## src/rtl/imm_ext_pkg.sv

```systemverilog
// Shared definitions for the immediate-extension unit.
//   mode_t  : 3-bit extension mode code carried with each input beat
//   MODE_*  : encodings of the five defined modes (5..7 are reserved)
//   state_t : occupancy of the output skid buffer (EMPTY / ONE / FULL)
package imm_ext_pkg;

  typedef logic [2:0] mode_t;

  localparam mode_t MODE_SEXT  = 3'd0;
  localparam mode_t MODE_ZEXT  = 3'd1;
  localparam mode_t MODE_UPPER = 3'd2;
  localparam mode_t MODE_BOFF  = 3'd3;
  localparam mode_t MODE_BTGT  = 3'd4;

  typedef enum logic [1:0] {
    EMPTY = 2'd0,
    ONE   = 2'd1,
    FULL  = 2'd2
  } state_t;

endpackage

```

## src/rtl/imm_ext_core.sv

```systemverilog
// Combinational immediate extender.
//   imm  [IN_W]  : raw immediate
//   mode [3]     : extension mode (mode_t)
//   pc4  [OUT_W] : PC+4, only consumed by the branch-target mode
//   data [OUT_W] : extended operand (0 for reserved modes)
//   err  [1]     : set when mode is reserved
module imm_ext_core
  import imm_ext_pkg::*;
#(
  parameter int IN_W  = 16,
  parameter int OUT_W = 32
) (
  input  logic [IN_W-1:0]  imm,
  input  mode_t            mode,
  input  logic [OUT_W-1:0] pc4,
  output logic [OUT_W-1:0] data,
  output logic             err
);

  // Branch modes shift the sign-extended value left by two, so at least
  // two bits of headroom above the immediate are required.
  if (OUT_W < IN_W + 2) begin : g_width_chk
    $error("imm_ext_core: OUT_W must be at least IN_W+2");
  end

  logic signed [OUT_W-1:0] sext;
  logic signed [OUT_W-1:0] boff;
  logic        [OUT_W-1:0] btgt;

  assign sext = signed'({{(OUT_W-IN_W){imm[IN_W-1]}}, imm});
  assign boff = sext <<< 2;
  // Wraps modulo 2^OUT_W; branch targets never flag overflow.
  assign btgt = pc4 + unsigned'(boff);

  always_comb begin
    data = '0;
    err  = 1'b0;
    case (mode)
      MODE_SEXT:  data = unsigned'(sext);
      MODE_ZEXT:  data = {{(OUT_W-IN_W){1'b0}}, imm};
      MODE_UPPER: data = {imm, {(OUT_W-IN_W){1'b0}}};
      MODE_BOFF:  data = unsigned'(boff);
      MODE_BTGT:  data = btgt;
      default:    err  = 1'b1;
    endcase
  end

endmodule

```

## src/rtl/imm_ext_pipe.sv

```systemverilog
// Pipelined immediate-extension unit with a registered valid/ready output
// stage backed by a 2-entry skid buffer.
//   clk, rst          : clock, synchronous active-high reset
//   in_valid/in_ready : input handshake; in_ready is a pure register output
//   in_imm [IN_W]     : raw immediate
//   in_mode [3]       : extension mode
//   in_pc4 [OUT_W]    : PC+4 for branch-target mode
//   out_valid/out_ready : output handshake
//   out_data [OUT_W]  : extended result (held stable under backpressure)
//   out_err           : beat carried a reserved mode
module imm_ext_pipe
  import imm_ext_pkg::*;
#(
  parameter int IN_W  = 16,
  parameter int OUT_W = 32
) (
  input  logic             clk,
  input  logic             rst,
  input  logic             in_valid,
  output logic             in_ready,
  input  logic [IN_W-1:0]  in_imm,
  input  logic [2:0]       in_mode,
  input  logic [OUT_W-1:0] in_pc4,
  output logic             out_valid,
  input  logic             out_ready,
  output logic [OUT_W-1:0] out_data,
  output logic             out_err
);

  state_t           state;
  state_t           state_d;
  logic             rdy_q;
  logic             accept;
  logic             consume;
  logic             load_main;
  logic             load_skid;
  logic             skid_to_main;
  logic             vld_p0;
  logic             vld_p1;

  logic [OUT_W-1:0] core_data;
  logic             core_err;
  logic [OUT_W-1:0] data_p0;
  logic             err_p0;
  logic [OUT_W-1:0] data_p1;
  logic             err_p1;

  imm_ext_core #(
    .IN_W  (IN_W),
    .OUT_W (OUT_W)
  ) u_core (
    .imm  (in_imm),
    .mode (mode_t'(in_mode)),
    .pc4  (in_pc4),
    .data (core_data),
    .err  (core_err)
  );

  // Main register holds the head of the FIFO; skid holds the second entry.
  assign vld_p0  = (state != EMPTY);
  assign vld_p1  = (state == FULL);
  assign accept  = in_valid && rdy_q;
  assign consume = vld_p0 && out_ready;

  always_comb begin
    state_d      = state;
    load_main    = 1'b0;
    load_skid    = 1'b0;
    skid_to_main = 1'b0;
    case (state)
      EMPTY: begin
        if (accept) begin
          state_d   = ONE;
          load_main = 1'b1;
        end
      end
      ONE: begin
        if (accept && !consume) begin
          state_d   = FULL;
          load_skid = 1'b1;
        end else if (consume && !accept) begin
          state_d   = EMPTY;
        end else if (accept && consume) begin
          load_main = 1'b1;
        end
      end
      FULL: begin
        // rdy_q is low here, so only the drain path exists.
        if (consume) begin
          state_d      = ONE;
          skid_to_main = 1'b1;
        end
      end
      default: state_d = EMPTY;
    endcase
  end

  // in_ready is registered from the next state so out_ready never reaches
  // it combinationally.
  always_ff @(posedge clk) begin
    if (rst) begin
      state <= EMPTY;
      rdy_q <= 1'b1;
    end else begin
      state <= state_d;
      rdy_q <= (state_d != FULL);
    end
  end

  // ---- stage p0: main output register (cleared so idle outputs read 0) ----
  always_ff @(posedge clk) begin
    if (rst) begin
      data_p0 <= '0;
      err_p0  <= 1'b0;
    end else if (load_main) begin
      data_p0 <= core_data;
      err_p0  <= core_err;
    end else if (skid_to_main) begin
      data_p0 <= data_p1;
      err_p0  <= err_p1;
    end
  end

  // ---- stage p1: skid register, only meaningful while vld_p1 ----
  always_ff @(posedge clk) begin
    if (load_skid) begin
      data_p1 <= core_data;
      err_p1  <= core_err;
    end
  end

  assign in_ready  = rdy_q;
  assign out_valid = vld_p0;
  assign out_data  = data_p0;
  assign out_err   = err_p0;

  // vld_p1 documents skid occupancy; tie it into nothing else on purpose.
  logic unused_vld_p1;
  assign unused_vld_p1 = vld_p1;

endmodule

```

## config.mk

```make
export PLATFORM = sky130hd
export DESIGN_NAME = imm_ext_pipe
export DESIGN_NICKNAME = d
export VERILOG_FILES = /design/src/rtl/imm_ext_pkg.sv /design/src/rtl/imm_ext_core.sv /design/src/rtl/imm_ext_pipe.sv
export SDC_FILE = /design/constraint.sdc
export NUM_CORES = 1
export LEC_CHECK = 0
export ABC_AREA = 1
export BUFFER_PORTS_ARGS = -buffer_cell sky130_fd_sc_hd__buf_4
export CORE_UTILIZATION = 53
export CTS_CLUSTER_SIZE = 30
export DETAILED_ROUTE_END_ITERATION = 7
export GPL_TIMING_DRIVEN = 1
export PLACE_DENSITY = 0.78
export SETUP_SLACK_MARGIN = 0.1
export SLEW_MARGIN = 20
export SYNTH_ARGS = -nofsm -noshare
export SYNTH_HDL_FRONTEND = slang
export SYNTH_HIERARCHICAL = 1
export SYNTH_SLANG_ARGS = --single-unit
export TNS_END_PERCENT = 100
```

## constraint.sdc

```tcl
create_clock -name clk -period 2.45 [get_ports clk]
set_input_delay 0.245 -clock clk [delete_from_list [all_inputs] [get_ports clk]]
set_output_delay 0.245 -clock clk [all_outputs]
set_load 0.05 [all_outputs]
```

# After elaboration in Yosys (flattened, before gate mapping)
# Cells that the tools add are included.
# totals
register_bits	69
in_bits	55
output_inout_bits	35
wordCells	46
# op_classes
add_sub_neg	1
n_eq_ne	7
n_mux	20
reduce_logical	12
# ops
op	count
one-hot mux 32 bit (5 select lines)	1
two-way mux 32 bit	2
adder 32 bit	1
two-way mux 1 bit	11
two-way mux 2 bit	4
equality test 3 x 2 -> 1 bit (second input constant)	2
one-hot mux 2 bit (3 select lines)	1
logical AND 1 bit	5
OR reduction 5 bit	1
nonzero test 2 bit	2
equality test 3 x 1 -> 1 bit (second input constant)	1
equality test 3 bit (second input constant)	1
logical NOT 3 bit	1
equality test 2 x 1 -> 1 bit (second input constant)	1
equality test 2 bit (second input constant)	1
logical NOT 1 bit	2
logical NOT 2 bit	1
!= test 2 bit (second input constant)	1
one-hot mux 1 bit (2 select lines)	1

# Longest topological paths before layout
# depth
word_depth	8
ltp_mapped	17
depth_no_buf	17

# Hierarchy
# Netlist, hierarchy kept.
# modules_own_cells
module	n_inst	cells_per_inst	area_per_inst_um2	seq_area_each_um2
imm_ext_pipe	1	348	3161.8	1711.6
imm_ext_core	1	561	2725.1	0.0

# Least setup slack after synthesis
# Ideal clock, no wire load.
# synth_path
path_kind	register to register
start	register rdy_q, in the netlist in_ready
end	register data_p1[0], enable pin
setup_time_ns	0.425
arrival_time_ns	2.208
required_ns	2.025
slack_ns	-0.183
path_stages_with_launch	3
n_path_buf	0
synth_period_minus_slack_ns	2.633
cell_sequence	dfxtp_1 nand3_1 nor2_1
# synth_via
elab_chain_len	4
# synth_rtl
element	line_no	rtl
from (decl)	imm_ext_pipe.sv:32	logic rdy_q;
from (signal assigned)	imm_ext_pipe.sv:106	rdy_q <= (state_d != FULL);
logical AND 1 bit	imm_ext_pipe.sv:62	assign accept = in_valid && rdy_q;
logical AND 1 bit	imm_ext_pipe.sv:78	if (accept && !consume) begin
two-way mux 1 bit	imm_ext_pipe.sv:78	
two-way mux 1 bit	imm_ext_pipe.sv:70	case (state)
net load_skid	imm_ext_pipe.sv:36	logic load_skid;
to (signal assigned)	imm_ext_pipe.sv:127	data_p1 <= core_data;
to (decl)	imm_ext_pipe.sv:45	logic [OUT_W-1:0] data_p1;
# The timed path passes the listed nets, and every way through them passes these cells.
# A chain may end at the register's enable or synchronous reset.

# Worst setup path in the final report
# layout_path
start	input in_imm[15]
end	register data_p0[21], in the netlist out_data[21]
# layout_via
elab_chain_len	3
# layout_rtl
element	line_no	rtl
from (decl)	imm_ext_pipe.sv:21	input logic [IN_W-1:0] in_imm,
adder 32 bit	imm_ext_core.sv:33	assign btgt = pc4 + unsigned'(boff);
one-hot mux 32 bit (5 select lines) *	imm_ext_core.sv:38	case (mode)
net core_data[21]	imm_ext_pipe.sv:41	logic [OUT_W-1:0] core_data;
two-way mux 32 bit *	imm_ext_pipe.sv:115	end else if (load_main) begin
to (signal assigned)	imm_ext_pipe.sv:116	data_p0 <= core_data;
to (signal assigned)	imm_ext_pipe.sv:119	data_p0 <= data_p1;
to (decl)	imm_ext_pipe.sv:43	logic [OUT_W-1:0] data_p0;
# Mark *: on every way through the listed nets, which the timed path passes. The rest lies on a longest branch.

==> impl_metrics.py <==
metrics = {
    "run_status": {
        "status": "finished clean",
    },
    "final_layout": {
        "antenna_cells_inserted": 0,
        "stdcell_area_um2": 6870,
        "area_growth_pct": 16.6,
        "final_cells": 1133,
        "final_nets": 1073,
        "final_layout_size_suffix_gt1_share_pct": 17.4,
    },
    "synthesis": {
        "yosys_warnings": 6,
        "yosys.cell_types.count": 41,
        "synth_edf_count": 33,
        "async_flop_share_pct": 0,
        "synthCells": 909,
        "yosys-top-cells-area": "nand2_1 (19%), edfxtp_1 (17%), dfxtp_1 (12%)",
        "netlist.area_leader.share_pct": 19.3,
        "netlist_area_um2": 5890,
        "synth-seq-area-share_pct": 29.1,
        "ys.flop_type": "dfxtp_1",
        "avgSynthCellArea_um2": 6.48,
        "synth_seq_cells": 69,
        "yosys.area.top_type": "nand2_1",
        "synth_nets": 994,
    },
    "critical_path": {
        "crit_type": "in -> reg",
        "startpoint_type": "primary input",
        "crit_start": "in_imm[15]",
        "cp_slowest_cell": "ha_1",
        "cp_num_buf_inv": 4,
        "arrival_ns": 2.27,
        "critPathTopFamily": "simple AND/OR/NAND/NOR gates",
        "r2r_setup_slack_ns": 0.82,
        "path_depth": 15,
        "cpPeakStageDelay_ns": 0.36,
        "r2r-end": "out_data[26]",
        "rr_startpoint": "state[1]",
        "cp-endpoint": "out_data[21]",
        "critPathCaptureType": "flop",
        "crit_required_ns": 2.73,
        "path_max_fanout": 15,
        "reg2reg_depth": 5,
        "path_common_cell": "nand2_1",
        "cp_cell_sequence": "buf_4 > ha_1 > nand2_1 > inv_1 > a21oi_1 > nand2_1 > inv_1 > nand3_1 > nand2_1 > nand2_1 > o21ai_1 > inv_1 > nand3_1 > nand2_1 > a21oi_1",
    },
    "routing": {
        "final_antenna_net_count": 0,
        "firstDrtPassIters": 6,
        "drt-initial-drc-count": 463,
        "via_per_inst": 5.37,
        "vias": 6079,
        "routed_wl_um": 16200,
        "drc_errors": 0,
        "routedWlPerCell_um": 14.3,
    },
    "global_route": {
        "met3_usage_pct": 3.33,
        "grt.met1_usage_pct": 39.4,
        "grt_max_degree": 38,
        "antenna_found_initial": 0,
        "grt_pass1_vias": 5411,
        "met2_usage_pct": 47.8,
        "track_usage_pct": 29.3,
        "grt_first_pass_wirelength_um": 26200,
        "busiest_layer": "met2",
        "grt_overflow": 0,
    },
    "power": {
        "irDropWorstVdd_mv": 0.491,
        "p_leak_nw": 3.48,
        "power_density_nw_per_um2": 527,
    },
    "timing": {
        "worst_clock_skew_ns": 0.00691,
        "hold_violations": 0,
        "timing.fmax_mhz": 503,
        "fin_setup_tns_ns": 0,
        "final.min_clock_period_ns": 1.99,
        "slew_headroom_pct": 36.6,
        "hold_slack_ns": 0.276,
        "worst_pin_slew_ns": 0.946,
        "rsz0062_at_grt": "false",
        "final-max-slew-violation-count": 0,
        "setup_viol": 0,
        "fin_crit_sh_pct": 81.1,
    },
    "clock_tree": {
        "cts_max_level": 3,
        "clk_path_buf_depth": 2,
        "cts_tree": "yes",
        "cts-buffers-inserted": 9,
        "cts_setup_buffers": 0,
        "cts_root_buf": "clkbuf_8",
        "clkTransAtPathRegs_ns": 0.07,
        "clkLatencyLatePin_ns": 0.35,
        "cts_hold_buf": 0,
        "clock-sinks": 69,
        "cts_resized": 0,
    },
    "die": {
        "dieArea_um2": 11500,
        "core_um2": 10800,
        "die_h_um": 107,
        "rows": 38,
        "die_w_um": 107,
        "io_pins": 90,
        "initial_core_util_pct": 54.3,
    },
    "placed_design": {
        "numPlacedInstances": 1117,
        "placed_area_um2": 6640,
        "gp_congestion": 0.990,
        "dpl.hpwl_um": 12200,
        "io_buffers": 89,
    },
    "hold_path": {
        "hold_depth": 4,
        "hold_start": "out_ready",
        "hold_path_class": "in -> reg",
    },
    "job": {
        "cap_violations": 0,
    },
}
cell usage after synthesis, types with 3 or more instances:
cell	instances
buf_6	7
nand4_1	40
edfxtp_1	33
buf_4	5
buf_2	21
dfxtp_1	36
nor2_2	3
a21oi_2	9
inv_1	124
a21oi_1	61
nand3_2	13
nor2_1	46
ha_1	29
inv_2	9
xnor2_1	3
a22oi_1	11
clkbuf_1	4
o21ai_0	6
nor3_1	4
nand2_2	3
nand3_1	103
o21bai_1	3
o21ai_1	5
or2_2	6
and2_1	3
nand2_1	302
worst min path at each step:
stage / to / slack (ns)
CTS: data_p1[8] / 0.26
global route: data_p1[26] / 0.28
finish: state[1] / 0.28
floorplan: data_p1[3] / 0.45
detailed placement: out_data[0] / 0.47
global placement: out_data[0] / 0.47
worst reg2reg max path: cells and delay by family, from the launching register on:
kind / cells / cell delay [ns]
compound gates: 1 / 0.09
buf+inv: 1 / 0.08
flops: 1 / 0.42
simple gates: 3 / 0.91
cell families (layout without fill, tap and decap cells):
kind of cell             count (synthesis)  in the layout  synth area share [%]
AO/OA/AOI/OAI                          100            100                  9.97
buffers and inverters                  172            256                  12.7
AND/OR/NAND/NOR                        534            534                  41.1
flip-flops                              69             69                  29.1
XOR/XNOR                                 4              4                 0.595
adder cells (fa/ha/maj)                 30             30                  6.50
metrics by stage:
step	setup slack [ns]	util, %	total power [mW]
finish	0.464	63.3	3.62
CTS	0.486	63.3	3.63
detailed placement	0.113	61.3	2.60
floorplan	0.351	-	2.23
global route	0.226	63.3	3.83
global placement	0.147	61.3	2.58
state kept, by name, summed over array words and instances (netlist names):
| signal | flops |
|---|---|
| in_ready | 1 |
| out_err | 1 |
| data_p1 | 32 |
| state | 2 |
| out_data | 32 |
| err_p1 | 1 |
report_power, final:
part / total (mW) / leakage (nW) / internal, mW / switching [mW]
Clock: 1.04 / 0.116 / 0.625 / 0.414
Combinational: 1.26 / 2.76 / 0.425 / 0.838
Sequential: 1.32 / 0.604 / 1.28 / 0.0376
layout by cell type (no fill, tap or decap), types with 5 or more instances in the layout:
cell type	netlist	routed
edfxtp_1	33	33
a22oi_1	11	11
nand4_1	40	40
or2_2	6	6
nand3_1	103	103
inv_1	124	124
nor2_1	46	45
a21oi_1	61	61
dfxtp_1	36	36
nand2_1	302	302
ha_1	29	29
clkbuf_8	0	11
a21oi_2	9	9
o21ai_0	6	6
nand3_2	13	13
inv_2	9	9
buf_4	5	103
o21ai_1	5	5
per-layer routing:
layer | wire, um | share of wire, % | up-vias
li1 | - | - | 3122
met1 | 7210 | 45 | 2694
met2 | 7620 | 47 | 234
met3 | 912 | 5.6 | 29
met4 | 419 | 2.6 | 0
met5 | 0 | 0 | -
area by class of cell:
type | count | area [um^2]
clock buffer | 12 | 155
sequential | 69 | 1710
timing repair buffer | 105 | 813
inverter | 135 | 512
multi-input combinational | 668 | 3430
fill | 1068 | 3970
tap | 140 | 175
clock inverter | 4 | 70.1
(Power assumes the default switching activity.)
